$ cat src/rtl/fht_but_array.sv
// Array of NUM_BUT radix-2 Hartley butterflies with a 3-cycle valid-tagged pipeline.
// Define FHT_BUT_SAT_EN to saturate outputs; otherwise they wrap (overflow is flagged either way).
module fht_but_array #(
  parameter int D_BIT   = 17,
  parameter int W_BIT   = 12,
  parameter int NUM_BUT = 2
) (
  input  logic                         iCLK,
  input  logic                         iRESET,
  input  logic                         iVALID,
  input  logic                         iSCALE,
  input  logic [1:0]                   iMIX_MODE,
  input  logic                         iCLR_OVF,
  input  logic [NUM_BUT*D_BIT-1:0]     iX0,
  input  logic [NUM_BUT*D_BIT-1:0]     iX1,
  input  logic [NUM_BUT*D_BIT-1:0]     iX2,
  input  logic [NUM_BUT*W_BIT-1:0]     iCOS,
  input  logic [NUM_BUT*W_BIT-1:0]     iSIN,
  output logic                         oVALID,
  output logic [2*NUM_BUT*D_BIT-1:0]   oY,
  output logic [NUM_BUT-1:0]           oOVF
);

  localparam int PW = D_BIT + W_BIT;
  localparam int SW = PW + 1;
  localparam int AW = D_BIT + 2;
  localparam logic signed [SW-1:0] RND  = SW'(2 ** (W_BIT - 3));
  localparam logic signed [AW-1:0] SMAX = AW'(2 ** (D_BIT - 1) - 1);
  localparam logic signed [AW-1:0] SMIN = -SMAX - AW'(1);

  logic                      v1_q, scale1_q;
  logic [1:0]                mode1_q;
  logic signed [D_BIT-1:0]   x0_1_q [NUM_BUT];
  logic signed [D_BIT-1:0]   x1_1_q [NUM_BUT];
  logic signed [D_BIT-1:0]   x2_1_q [NUM_BUT];
  logic signed [W_BIT-1:0]   cos1_q [NUM_BUT];
  logic signed [W_BIT-1:0]   sin1_q [NUM_BUT];

  logic                      v2_q, scale2_q;
  logic [1:0]                mode2_q;
  logic signed [D_BIT-1:0]   x0_2_q [NUM_BUT];
  logic signed [PW-1:0]      p1_q   [NUM_BUT];
  logic signed [PW-1:0]      p2_q   [NUM_BUT];

  logic signed [SW-1:0]      sum_c  [NUM_BUT];
  logic signed [SW-1:0]      t_c    [NUM_BUT];
  logic signed [AW-1:0]      a_c    [NUM_BUT];
  logic signed [AW-1:0]      b_c    [NUM_BUT];
  logic signed [D_BIT-1:0]   y0_d   [NUM_BUT];
  logic signed [D_BIT-1:0]   y1_d   [NUM_BUT];
  logic [NUM_BUT-1:0]        ovf3_d;

  logic                      v3_q;
  logic [1:0]                mode3_q;
  logic signed [D_BIT-1:0]   y0_3_q [NUM_BUT];
  logic signed [D_BIT-1:0]   y1_3_q [NUM_BUT];
  logic [NUM_BUT-1:0]        ovf3_q;

  logic                      valid_q;
  logic [2*NUM_BUT*D_BIT-1:0] y_q, y_d;
  logic [NUM_BUT-1:0]        ovf_q, ovf_d;

  // Control fields travel with the data so mode/scale may change every cycle.
  always_ff @(posedge iCLK or negedge iRESET) begin
    if (!iRESET) begin
      v1_q     <= 1'b0;
      scale1_q <= 1'b0;
      mode1_q  <= 2'd0;
      for (int k = 0; k < NUM_BUT; k++) begin
        x0_1_q[k] <= '0;
        x1_1_q[k] <= '0;
        x2_1_q[k] <= '0;
        cos1_q[k] <= '0;
        sin1_q[k] <= '0;
      end
    end else begin
      v1_q <= iVALID;
      if (iVALID) begin
        scale1_q <= iSCALE;
        mode1_q  <= iMIX_MODE;
        for (int k = 0; k < NUM_BUT; k++) begin
          x0_1_q[k] <= iX0[k*D_BIT +: D_BIT];
          x1_1_q[k] <= iX1[k*D_BIT +: D_BIT];
          x2_1_q[k] <= iX2[k*D_BIT +: D_BIT];
          cos1_q[k] <= iCOS[k*W_BIT +: W_BIT];
          sin1_q[k] <= iSIN[k*W_BIT +: W_BIT];
        end
      end
    end
  end

  always_ff @(posedge iCLK or negedge iRESET) begin
    if (!iRESET) begin
      v2_q     <= 1'b0;
      scale2_q <= 1'b0;
      mode2_q  <= 2'd0;
      for (int k = 0; k < NUM_BUT; k++) begin
        x0_2_q[k] <= '0;
        p1_q[k]   <= '0;
        p2_q[k]   <= '0;
      end
    end else begin
      v2_q <= v1_q;
      if (v1_q) begin
        scale2_q <= scale1_q;
        mode2_q  <= mode1_q;
        for (int k = 0; k < NUM_BUT; k++) begin
          x0_2_q[k] <= x0_1_q[k];
          p1_q[k]   <= PW'(x1_1_q[k]) * PW'(cos1_q[k]);
          p2_q[k]   <= PW'(x2_1_q[k]) * PW'(sin1_q[k]);
        end
      end
    end
  end

  // Twiddle sum rounded half-up back to data scale, then add/subtract, scale and range-check.
  always_comb begin
    ovf3_d = '0;
    for (int k = 0; k < NUM_BUT; k++) begin
      sum_c[k] = SW'(p1_q[k]) + SW'(p2_q[k]);
      t_c[k]   = (sum_c[k] + RND) >>> (W_BIT - 2);
      a_c[k]   = AW'(x0_2_q[k]) + AW'(t_c[k]);
      b_c[k]   = AW'(x0_2_q[k]) - AW'(t_c[k]);
      if (scale2_q) begin
        a_c[k] = a_c[k] >>> 1;
        b_c[k] = b_c[k] >>> 1;
      end
      ovf3_d[k] = (a_c[k] > SMAX) || (a_c[k] < SMIN) ||
                  (b_c[k] > SMAX) || (b_c[k] < SMIN);
`ifdef FHT_BUT_SAT_EN
      if (a_c[k] > SMAX)      y0_d[k] = SMAX[D_BIT-1:0];
      else if (a_c[k] < SMIN) y0_d[k] = SMIN[D_BIT-1:0];
      else                    y0_d[k] = a_c[k][D_BIT-1:0];
      if (b_c[k] > SMAX)      y1_d[k] = SMAX[D_BIT-1:0];
      else if (b_c[k] < SMIN) y1_d[k] = SMIN[D_BIT-1:0];
      else                    y1_d[k] = b_c[k][D_BIT-1:0];
`else
      y0_d[k] = a_c[k][D_BIT-1:0];
      y1_d[k] = b_c[k][D_BIT-1:0];
`endif
    end
  end

  always_ff @(posedge iCLK or negedge iRESET) begin
    if (!iRESET) begin
      v3_q    <= 1'b0;
      mode3_q <= 2'd0;
      ovf3_q  <= '0;
      for (int k = 0; k < NUM_BUT; k++) begin
        y0_3_q[k] <= '0;
        y1_3_q[k] <= '0;
      end
    end else begin
      v3_q <= v2_q;
      if (v2_q) begin
        mode3_q <= mode2_q;
        ovf3_q  <= ovf3_d;
        for (int k = 0; k < NUM_BUT; k++) begin
          y0_3_q[k] <= y0_d[k];
          y1_3_q[k] <= y1_d[k];
        end
      end
    end
  end

  // Slot ordering; reserved mode 3 falls through to natural order.
  always_comb begin
    y_d = '0;
    for (int k = 0; k < NUM_BUT; k++) begin
      case (mode3_q)
        2'd1: begin
          y_d[k*D_BIT +: D_BIT]             = y0_3_q[k];
          y_d[(NUM_BUT+k)*D_BIT +: D_BIT]   = y1_3_q[k];
        end
        2'd2: begin
          y_d[(2*k)*D_BIT +: D_BIT]         = y1_3_q[k];
          y_d[(2*k+1)*D_BIT +: D_BIT]       = y0_3_q[k];
        end
        default: begin
          y_d[(2*k)*D_BIT +: D_BIT]         = y0_3_q[k];
          y_d[(2*k+1)*D_BIT +: D_BIT]       = y1_3_q[k];
        end
      endcase
    end
    ovf_d = (iCLR_OVF ? '0 : ovf_q) | (v3_q ? ovf3_q : '0);
  end

  always_ff @(posedge iCLK or negedge iRESET) begin
    if (!iRESET) begin
      valid_q <= 1'b0;
      y_q     <= '0;
      ovf_q   <= '0;
    end else begin
      valid_q <= v3_q;
      ovf_q   <= ovf_d;
      if (v3_q) y_q <= y_d;
    end
  end

  assign oVALID = valid_q;
  assign oY     = y_q;
  assign oOVF   = ovf_q;

endmodule

$ cat config.mk
export PLATFORM = sky130hd
export DESIGN_NAME = fht_but_array
export DESIGN_NICKNAME = d
export VERILOG_FILES = /design/src/rtl/fht_but_array.sv
export SDC_FILE = /design/constraint.sdc
export NUM_CORES = 2
export LEC_CHECK = 0
export BUFFER_PORTS_ARGS = -buffer_cell sky130_fd_sc_hd__buf_4
export CAP_MARGIN = 20
export CORE_ASPECT_RATIO = 1.5
export CORE_MARGIN = 1
export CORE_UTILIZATION = 40
export DETAILED_ROUTE_END_ITERATION = 10
export GPL_ROUTABILITY_DRIVEN = 0
export PLACE_DENSITY_LB_ADDON = 0.05
export SYNTH_ARGS = -nofsm -noshare
export SYNTH_HDL_FRONTEND = slang
export SYNTH_SLANG_ARGS = --single-unit
$ cat constraint.sdc
create_clock -name iCLK -period 6.6 [get_ports iCLK]
set_input_delay 0.99 -clock iCLK [delete_from_list [all_inputs] [get_ports iCLK]]
set_output_delay 0.99 -clock iCLK [all_outputs]
set_load 0.1 [all_outputs]
== Yosys cells after proc, flatten, opt, wreduce, memory -nomap -nowiden ==
Index checks and enable logic that the tools add are counted.

* Equal/unequal tests: 2
* Add/subtract/negate cells: 8
* Reductions and logical operators: 6
* Multiply operators: 4
* Bitwise logic cells: 1
* Magnitude comparators: 8
* Multiplexer cells: 11

{| class="wikitable"
|+ Operators by type and width
! operator !! number
|-
| multiplier 17 x 12 -> 29 bit || 4
|-
| greater-than comparator 19 x 17 -> 1 bit, second input constant || 4
|-
| less-than comparator 19 x 17 -> 1 bit, second input constant || 4
|-
| 2-to-1 mux 18 bit || 4
|-
| 2-to-1 mux 17 bit || 4
|-
| adder 29 x 11 -> 29 bit, second input constant || 2
|-
| adder 29 bit || 2
|-
| adder 17 x 19 -> 19 bit || 2
|-
| subtractor 17 x 19 -> 19 bit || 2
|-
| case mux 17 bit (2 select lines) || 1
|-
| logical OR 1 bit || 6
|-
| 2-to-1 mux 2 bit || 2
|-
| equality test 2 x 1 -> 1 bit, second input constant || 1
|-
| equality test 2 bit, second input constant || 1
|-
| bitwise OR 2 bit || 1
|}

* Output and inout bits: 71
* Input port bits: 157
* Register bits: 452

== Longest topological paths before layout ==
* Word-level depth: 8
* Gate-level depth with buffers: 27

== Worst setup path before layout ==
No wires, ideal clock.

* Path kind: flip-flop to flip-flop
* Start point: register cos1_q[15] (netlist name)
* End point: register p1_q[55] (netlist name)
* Cell stages (with the launch flop): 24
* Data arrival time: 5.883 ns
* Setup time: 0.125 ns
* Slack: 0.592 ns
* Required time: 6.475 ns
* Cells stage by stage: dfrtp_1 -> clkbuf_1 -> clkbuf_1 -> nand2_1 -> fa_1 -> fa_1 -> inv_1 -> fa_1 -> inv_1 -> fa_1 -> inv_1 -> fa_1 -> ha_1 -> o21a_1 -> o21ai_1 -> nor2_1 -> a211o_1 -> o311ai_1 -> nand3_1 -> o41ai_2 -> o2111ai_1 -> a21oi_1 -> xnor2_1 -> mux2_2

* Longest elaborated chain between the ends: 1

{| class="wikitable"
|+ RTL lines
! element !! RTL line !! RTL
|-
| start, declared || 36 || <nowiki>logic signed [W_BIT-1:0] cos1_q [NUM_BUT];</nowiki>
|-
| start signal, assigned by index || 85 || <nowiki>cos1_q[k] <= iCOS[k*W_BIT +: W_BIT];</nowiki>
|-
| multiplier 17 x 12 -> 29 bit || 109 || <nowiki>p1_q[k] <= PW'(x1_1_q[k]) * PW'(cos1_q[k]);</nowiki>
|-
| end signal, assigned by index || 109 ||
|-
| end, declared || 42 || <nowiki>logic signed [PW-1:0] p1_q [NUM_BUT];</nowiki>
|}

Every way passes these cells.
A chain may end at the register's enable or synchronous reset.

== Final worst setup path ==
* Start point: register cos1_q[9] (netlist name)
* End point: register p1_q[28] (netlist name)

The elaborated chain is that of the path after synthesis.

==> results.yml <==
run_status:
  status: "finished, final reports clean"
global_route:
  grtUsageMet3_pct: 1.864
  grt_max_degree: 136
  grt_usage_pct: 21.70
  grt_first_pass_wirelength_mm: 225.8
  overflow: 0
  use_met2_pct: 40.35
  busiest_layer: "met2"
  grtUsageMet1_pct: 26.60
  grt_pass1_vias: 39120
  antenna_found_initial: 0
floorplanning:
  rows: 163
  die_w_um: 298.8
  ios: 228
  start_util_pct: 40.25
  dieHeight_um: 447.2
  dieArea_um2: 133600
  core_um2: 131300
setup_path:
  end_kind: "register"
  cp_data_required_time_ns: 7.09
  crit_type: "register to register"
  crit_arrival_ns: 6.67
  worst-path-max-fanout: 18
  worstSetupStartpointType: "register"
route:
  post_drt_wl_per_cell_um: 19.32
  vias_per_cell: 5.014
  drc: 0
  totalWireLength_mm: 140.9
  drt-initial-drc-count: 1495
  vias: 36550
  first_pass_iters: 7
  ant_nets: 0
layout:
  area_delta_synth_final_pct: 10.06
  drive_above_1_share_pct: 13.43
  final.fill_count: 12930
  multiInputGateArea_um2: 37050
  seqCellArea_um2: 11330
  final_nets: 6849
  final_cell_area_um2: 58180
sta:
  tightest_slew_ns: 1.088
  maxSlewHeadroom_pct: 27.48
  period_needed_ns: 6.173
  hold_violations: 0
  tns_ns: 0
  rsz0062_at_grt: "false"
  fmax_mhz: 162.0
  period_share_pct: 93.53
  slew_violations: 0
  setup_viol: 0
  final.setup_skew_ns: 0.06846
clock_tree:
  h-tree-depth: 2
  cts_buffer_depth: 3
  cts_tree: "yes"
  cts_setup_buffers: 0
  path_clk_slew_ns: 0.06
  cts-root-buf: "clkbuf_16"
  cts-buffers-inserted: 54
  clkLatencyLatePin_ns: 0.72
  clkSinkCount: 452
  ctsHoldBuffers: 0
yosys:
  synthesis.area_um2: 52860
  avgSynthCellArea_um2: 9.733
  yosysMostFrequentCell: "inv_1"
  synth_edf_count: 0
  ys_types: 81
  netlist_top_cells_area: "fa_1 (29%), dfrtp_1 (21%), ha_1 (10%)"
  ys_seq_elements: 452
  synth_cells: 5431
  syn_nets: 6768
  ys.warnings.count: 0
  async_flop_share_pct: 100.0
  synth-seq-area-share_pct: 21.40
  synth_top_area_share_pct: 28.63
  synth_area_leader_cell: "fa_1"
  synthFlopType: "dfrtp_1"
  synthTopCellsByCount: "inv_1 (923), fa_1 (756), nand2_1 (653)"
placed_design:
  io_buffers: 227
  placed_cell_area_um2: 56240
  hpwl_mm: 115.2
job:
  maxCapViolCount: 0
worst_hold_path:
  hp-class: "input port to async pin"
==> stage by stage <==
stage,util [%],hold slack [ns],std cells,setup WS [ns]
2_1_floorplan,-,0.3487,5431,0.5921
4_1_cts,44.29,0.1335,7288,0.3680
3_5_place_dp,42.82,0.4709,7188,0.3894
3_3_place_gp,42.82,0.4622,7188,0.3924
6_report,44.29,0.1792,7289,0.4271
5_1_grt,44.29,0.1674,7288,0.001150
==> layout by cell type, fill, tap and decap left out, drive strengths merged, types with 31 or more instances in the layout <==
master / count
a21o: 51
a211oi: 31
fa: 756
mux2i: 77
clkbuf: 76
a21oi: 198
ha: 424
nor3: 43
nand2b: 78
mux2: 323
and2: 248
xnor2: 166
nor2: 222
buf: 290
dfrtp: 452
nand2: 653
xor2: 41
inv: 926
nand3: 35
o21ai: 151
==> sequential cells by signal, indices dropped and copies added (netlist names), 24 cells and up <==
register  count
x2_1_q       34
x0_1_q       34
x0_2_q       34
sin1_q       24
oY           68
cos1_q       24
y0_3_q       34
p2_q         58
x1_1_q       34
y1_3_q       34
p1_q         58
==> critical path: stages, from the launching register on <==
cell	delay (ns)
dfrtp_1	0.82
nand2_1	0.17
fa_1	0.53
fa_1	0.50
inv_1	0.05
fa_1	0.49
inv_1	0.06
fa_1	0.47
inv_1	0.05
fa_1	0.43
ha_1	0.24
a211o_1	0.24
a211oi_1	0.38
o31ai_1	0.23
a21boi_1	0.29
a21oi_1	0.13
a31oi_1	0.25
o21ai_1	0.15
o31ai_1	0.27
xnor2_1	0.15
a21oi_1	0.08
==> kinds of logic after synthesis <==
kind of cell,Yosys count,synth area share [%]
buf+inv,1189,8.547
compound gates,615,7.456
mux,400,8.339
simple gates,1388,12.16
xor+xnor,207,3.430
flops,452,21.40
fa+ha+maj,1180,38.67
==> final cells by class <==
type	count	share of cell area (%)
antenna	1	0.004301
clock buffer	76	2.706
clock inverter	24	0.6000
inverter	924	5.962
multi-input combinational	3790	63.69
sequential	452	19.47
tap	1732	3.725
timing repair buffer	290	3.848
==> path summary, 6_finish.rpt <==
kind,startpoint,to,slack (ns),depth (start not counted)
setup / recovery,cos1_q[9],p1_q[28],0.43,20
hold / removal,iRESET,x2_1_q[5],0.18,1
setup reg to reg,cos1_q[9],p1_q[28],0.43,20
hold reg to reg,x0_1_q[20],x0_2_q[20],0.48,1
max in group asynchronous,iRESET,p1_q[56],5.26,2
min in group iCLK,iCLR_OVF,oOVF[0],0.46,2
==> timing repair <==
item	in CTS	in global routing
hold endpoints to repair	0	0
resized for setup	0	5
endpoints found under the setup margin	0	4
==> layer usage <==
layer,routed length [um],vias up,part of all wire [%]
met3,3325,142,2.4
met5,0,-,0
met4,3909,0,2.8
li1,-,17260,-
met1,58190,18650,41
met2,75440,497,54
Power is not shown: default switching activity piles up to over one toggle a cycle in this logic, so the estimate is an artifact.
